### src/rtl/aes_inport.sv
// Byte-serial input port for an AES core: gathers 16 bytes into a 128-bit block,
// then hands it to the core as a non-interruptible burst of four 32-bit words.
module aes_inport (
  input  logic        clk,
  input  logic        rst,
  input  logic [7:0]  in_data,
  input  logic        in_valid,
  input  logic        in_key,
  input  logic        core_ready,
  output logic [31:0] pass_data,
  output logic        key_en,
  output logic        text_en,
  output logic        in_busy,
  output logic        in_ovr
);

  typedef enum logic [1:0] {
    COLLECT = 2'd0,
    FULL    = 2'd1,
    SEND    = 2'd2
  } state_t;

  state_t         state;
  state_t         state_next;
  logic           s1;
  logic           s2;
  logic           s3;
  logic           byte_ev;
  logic [3:0]     byte_count;
  logic [127:0]   buffer;
  logic           key_lat;
  logic [1:0]     word_idx;

  // in_valid is asynchronous; s3 remembers the previous synchronized level so each
  // rising edge of the strobe yields exactly one byte event.
  always_ff @(posedge clk or negedge rst) begin
    if (!rst) begin
      s1 <= 1'b0;
      s2 <= 1'b0;
      s3 <= 1'b0;
    end else begin
      s1 <= in_valid;
      s2 <= s1;
      s3 <= s2;
    end
  end

  assign byte_ev = s2 & ~s3;

  always_ff @(posedge clk or negedge rst) begin
    if (!rst) begin
      state <= COLLECT;
    end else begin
      state <= state_next;
    end
  end

  always_comb begin
    state_next = state;
    case (state)
      COLLECT: if (byte_ev && byte_count == 4'd15) state_next = FULL;
      FULL:    if (core_ready) state_next = SEND;
      SEND:    if (word_idx == 2'd3) state_next = COLLECT;
      default: state_next = COLLECT;
    endcase
  end

  // Byte 0 lands in the top byte of the buffer; word 0 of the burst is the top word.
  always_ff @(posedge clk or negedge rst) begin
    if (!rst) begin
      byte_count <= 4'd0;
      buffer     <= 128'd0;
      key_lat    <= 1'b0;
      word_idx   <= 2'd0;
      pass_data  <= 32'd0;
      key_en     <= 1'b0;
      text_en    <= 1'b0;
      in_busy    <= 1'b0;
      in_ovr     <= 1'b0;
    end else begin
      case (state)
        COLLECT: begin
          key_en  <= 1'b0;
          text_en <= 1'b0;
          if (byte_ev) begin
            buffer[{~byte_count, 3'b000} +: 8] <= in_data;
            byte_count <= byte_count + 4'd1;
            if (byte_count == 4'd0) begin
              key_lat <= in_key;
              in_ovr  <= 1'b0;
            end
            if (byte_count == 4'd15) begin
              in_busy <= 1'b1;
            end
          end
        end
        FULL: begin
          if (byte_ev) begin
            in_ovr <= 1'b1;
          end
          if (core_ready) begin
            pass_data <= buffer[127:96];
            key_en    <= key_lat;
            text_en   <= ~key_lat;
            word_idx  <= 2'd1;
          end
        end
        SEND: begin
          // Once started, the burst ignores core_ready and runs to word 3.
          if (byte_ev) begin
            in_ovr <= 1'b1;
          end
          pass_data <= buffer[{~word_idx, 5'b00000} +: 32];
          word_idx  <= word_idx + 2'd1;
          if (word_idx == 2'd3) begin
            in_busy <= 1'b0;
          end
        end
        default: begin
          key_en  <= 1'b0;
          text_en <= 1'b0;
        end
      endcase
    end
  end

endmodule

### config.mk
export PLATFORM = sky130hd
export DESIGN_NAME = aes_inport
export DESIGN_NICKNAME = d
export VERILOG_FILES = /design/src/rtl/aes_inport.sv
export SDC_FILE = /design/constraint.sdc
export NUM_CORES = 1
export LEC_CHECK = 0
export CAP_MARGIN = 20
export CORE_UTILIZATION = 59
export DETAILED_ROUTE_END_ITERATION = 16
export PLACE_DENSITY = 0.8
export SYNTH_ARGS = -nofsm -noshare
export SYNTH_HDL_FRONTEND = slang
export SYNTH_SLANG_ARGS = --single-unit
### constraint.sdc
create_clock -name clk -period 2.88 [get_ports clk]
set_input_delay 0.576 -clock clk [delete_from_list [all_inputs] [get_ports clk]]
set_output_delay 0.576 -clock clk [all_outputs]
set_load 0.03 [all_outputs]
==> out/qor.txt <==
RSZ-0062 raised after global routing - false
Critical path startpoint category - flop
Vias in the first global route - 5981
Switching share of power - 0.357
Outcome - completed
Area delta synth->final - 15.9%
Clock power share - 0.231
CP Capture Type - flop
Max-slew violations - 0
CTS tree - yes
Via density - 5.93
GR Util All Layers - 0.289
TritonRoute pass-1 iters - 6
Clock Latency Late Sink - 0.44 ns
Normalized max-slew margin - 0.362
Root Buffer - clkbuf_16
Period utilization - 0.867
Per-cell routed wire length - 19.6 um
Clock sinks - 176
Final hold violation count - 0
Psw - 3400 uW
Final Critical Period - 2.50 ns
Chip Height - 119 um
Core Area - 0.0133 mm^2
Critical path fanouts, max - 8
Yosys warnings - 0
Cts hold-fix bufs - 0
Clock skew - 0.00829 ns
Worst Max-Slew Pin Slew - 0.957 ns
Synth unique cells - 44
Initial DRC Count - 409
Share of layout cells above drive strength 1 - 0.219
Synth Instances - 718
Power density cells - 1010 mW/mm^2
CP max stage cell - nor3_2
Critical Path AT - 2.82 ns
Sequential group share of total power - 0.413
Routed Wire Length - 18.7 mm
Place WS - 0.418 ns
Cts repair resizes - 0
Final Setup Violations - 0
Setup WS post-layout - 0.383 ns
Comb pwr share - 0.357
Post-synth top area cell - dfrtp_1
Io pins - 49
Synth top area share - 0.543
Critical-path cell list - inv_1 -> ha_1 -> and3b_1 -> nand3_2 -> nor3_2 -> mux2_2
Die area - 0.0142 mm^2
Worst min path class - primary input to asynchronous set/reset pin
Post-synthesis area per instance - 11.3 um^2
Diode count - 0
Number of antenna violations at the first check in global routing - 0
Row count - 42
Syn nets - 740
H-tree depth - 4
Peak VDD IR - 522 uV
PortBufs - 48
Required @ worst endpoint - 3.20 ns
Register area share after synthesis - 0.543
Total gr overflow - 0
Hpwl dp - 12.6 mm
CTS max path bufs - 2
Die W - 119 um
DRC errors left - 0
Worst-path clk slew - 0.06 ns
GPL Wtd Cong - 0.932
Int Pwr - 6130 uW
Post-CTS setup buffers - 0
DR vias - 5653
Setup TNS - 0 ns
Lkg Pwr - 0.00437 uW
Crit path largest cell delay - 0.60 ns
First-pass GRT wire length - 31.1 mm
Setup Crit Path Kind - flop to flop
ANT nets after route - 0
Largest net degree at the start of global routing - 75
Seq cells post-synth - 176
Clock buffer count from CTS - 17
Mapped Area - 0.00812 mm^2
Layout Nets - 790
Fmax - 400 MHz
Initial Utilization - 0.608
Max cap viols - 0
Cells taking the most area after synthesis - dfrtp_1 (54%), mux2_2 (15%), mux2i_1 (3.8%)
[metal layers]
metal	track usage	up-vias	share of wire
li1	-	2559	-
met1	0.367	2861	0.41
met2	0.482	186	0.50
met3	0.0647	47	0.065
met4	0.116	0	0.026
met5	0	-	0
[cell usage in the layout, fill, tap and decap left out, types with 3 or more instances in the layout]
cell type        netlist  layout
ha_1                   9       9
a21oi_1                4       4
dfrtp_1              176     176
o22ai_1               27      27
inv_1                 68      68
clkbuf_16              0      17
nand3_1                5       5
and2_1                11      11
o21ai_0               13      13
nand2_1               48      47
clkbuf_1              23       3
mux2_2               109     109
nor3b_1                3       3
and3b_1                4       4
nor2_1                65      65
xnor2_1                4       4
clkinv_2               0       4
nand2b_1               3       3
a22o_1                10      10
a211oi_1              24      24
nor2b_1               10      10
mux2i_1               31      31
and2_0                 4       4
clkdlybuf4s50_1        0      47
buf_4                  1      22
o31ai_1               24      24
[critical path: cells and delay by family, from the launching register on]
kind | cells | cell delay, ns
buf+inv | 1 | 0.11
fa+ha+maj | 1 | 0.27
simple gates | 3 | 1.16
flops | 1 | 0.42
mux | 1 | 0.42
[state kept, by name (all words and copies together) (netlist names)]
register and count:
s2 1, in_busy 1, key_lat 1, buffer 128, byte_count 4, key_en 1, s3 1, state 2
word_idx 2, s1 1, text_en 1, pass_data 32, in_ovr 1
[cells by family after synthesis]
group / synth area share
and+or+nand+nor: 0.101
adders and majority gates: 0.0139
DFF: 0.543
xor gates and xnor gates: 0.00647
buffers and inverters: 0.0530
AOI/OAI and AO/OA: 0.0940
muxes: 0.189
[per-stage QoR]
| step | instances | hold slack (ns) | power [uW] | instance area (um^2) | utilization |
|---|---|---|---|---|---|
| 3_3_place_gp | 925 | 0.334 | 7100 | 8850 | 0.663 |
| 5_1_grt | 954 | 0.210 | 10100 | 9410 | 0.705 |
| 6_report | 954 | 0.152 | 9530 | 9410 | 0.705 |
| 2_1_floorplan | 718 | 0.280 | 6140 | 8120 | - |
| 4_1_cts | 954 | 0.181 | 9540 | 9410 | 0.705 |
| 3_5_place_dp | 925 | 0.338 | 7320 | 8850 | 0.663 |
[Yosys cell counts]
master and count:
nor2_1 65, mux2i_1 31, buf_1 6, nor3_2 2, a21boi_0 1, inv_2 1, xor2_1 2, clkbuf_2 1
dfrtp_1 176, nand3_1 5, nand2_1 48, and3_1 1, o21a_1 2, nand3b_1 2, a22o_1 10, nor3_1 1
o21ai_1 1, nand3_2 2, clkbuf_1 23, or3_1 1, buf_2 10, nand3b_2 1, inv_1 68, buf_4 1
or3_4 1, ha_1 9, xnor2_1 4, and2_0 4, a21oi_1 4, o31ai_1 24, o22a_1 1, nor2b_1 10
a32o_1 1, a211oi_1 24, nand4_1 1, nor3b_1 3, and3b_1 4, o21ai_0 13, mux2_2 109, a21o_1 2
o22ai_1 27, and2_1 11, nor3_4 2, nand2b_1 3
[path summary, 6_finish.rpt]
kind	startpoint	endpoint	slack [ns]	depth (start not counted)
min	rst	pass_data[6]	0.15	1
max in group asynchronous	rst	buffer[54]	1.93	2
min reg2reg	s1	s2	0.34	0
max reg2reg	state[0]	buffer[116]	0.38	6
min in group clk	s1	s2	0.34	0
max	state[0]	buffer[116]	0.38	6
[cell type report]
| cell class | count | area, um^2 |
|---|---|---|
| inverters | 69 | 259 |
| multi-input cells | 432 | 3280 |
| clock inverters | 7 | 87.6 |
| repair buffers | 72 | 687 |
| fillers | 954 | 3940 |
| well taps | 176 | 220 |
| clock buffers | 22 | 464 |
| flip-flops and latches | 176 | 4400 |
[power by group through the flow]
stage | Sequential [uW] | Clock (uW) | Combinational, uW
6_report | 3930 | 2200 | 3400
5_1_grt | 4030 | 2310 | 3710
4_1_cts | 3920 | 2220 | 3390
3_5_place_dp | 3960 | 0 | 3360
3_3_place_gp | 3890 | 0 | 3210
2_1_floorplan | 4010 | 0 | 2140
No activity file was read; power rests on OpenSTA's default activity.
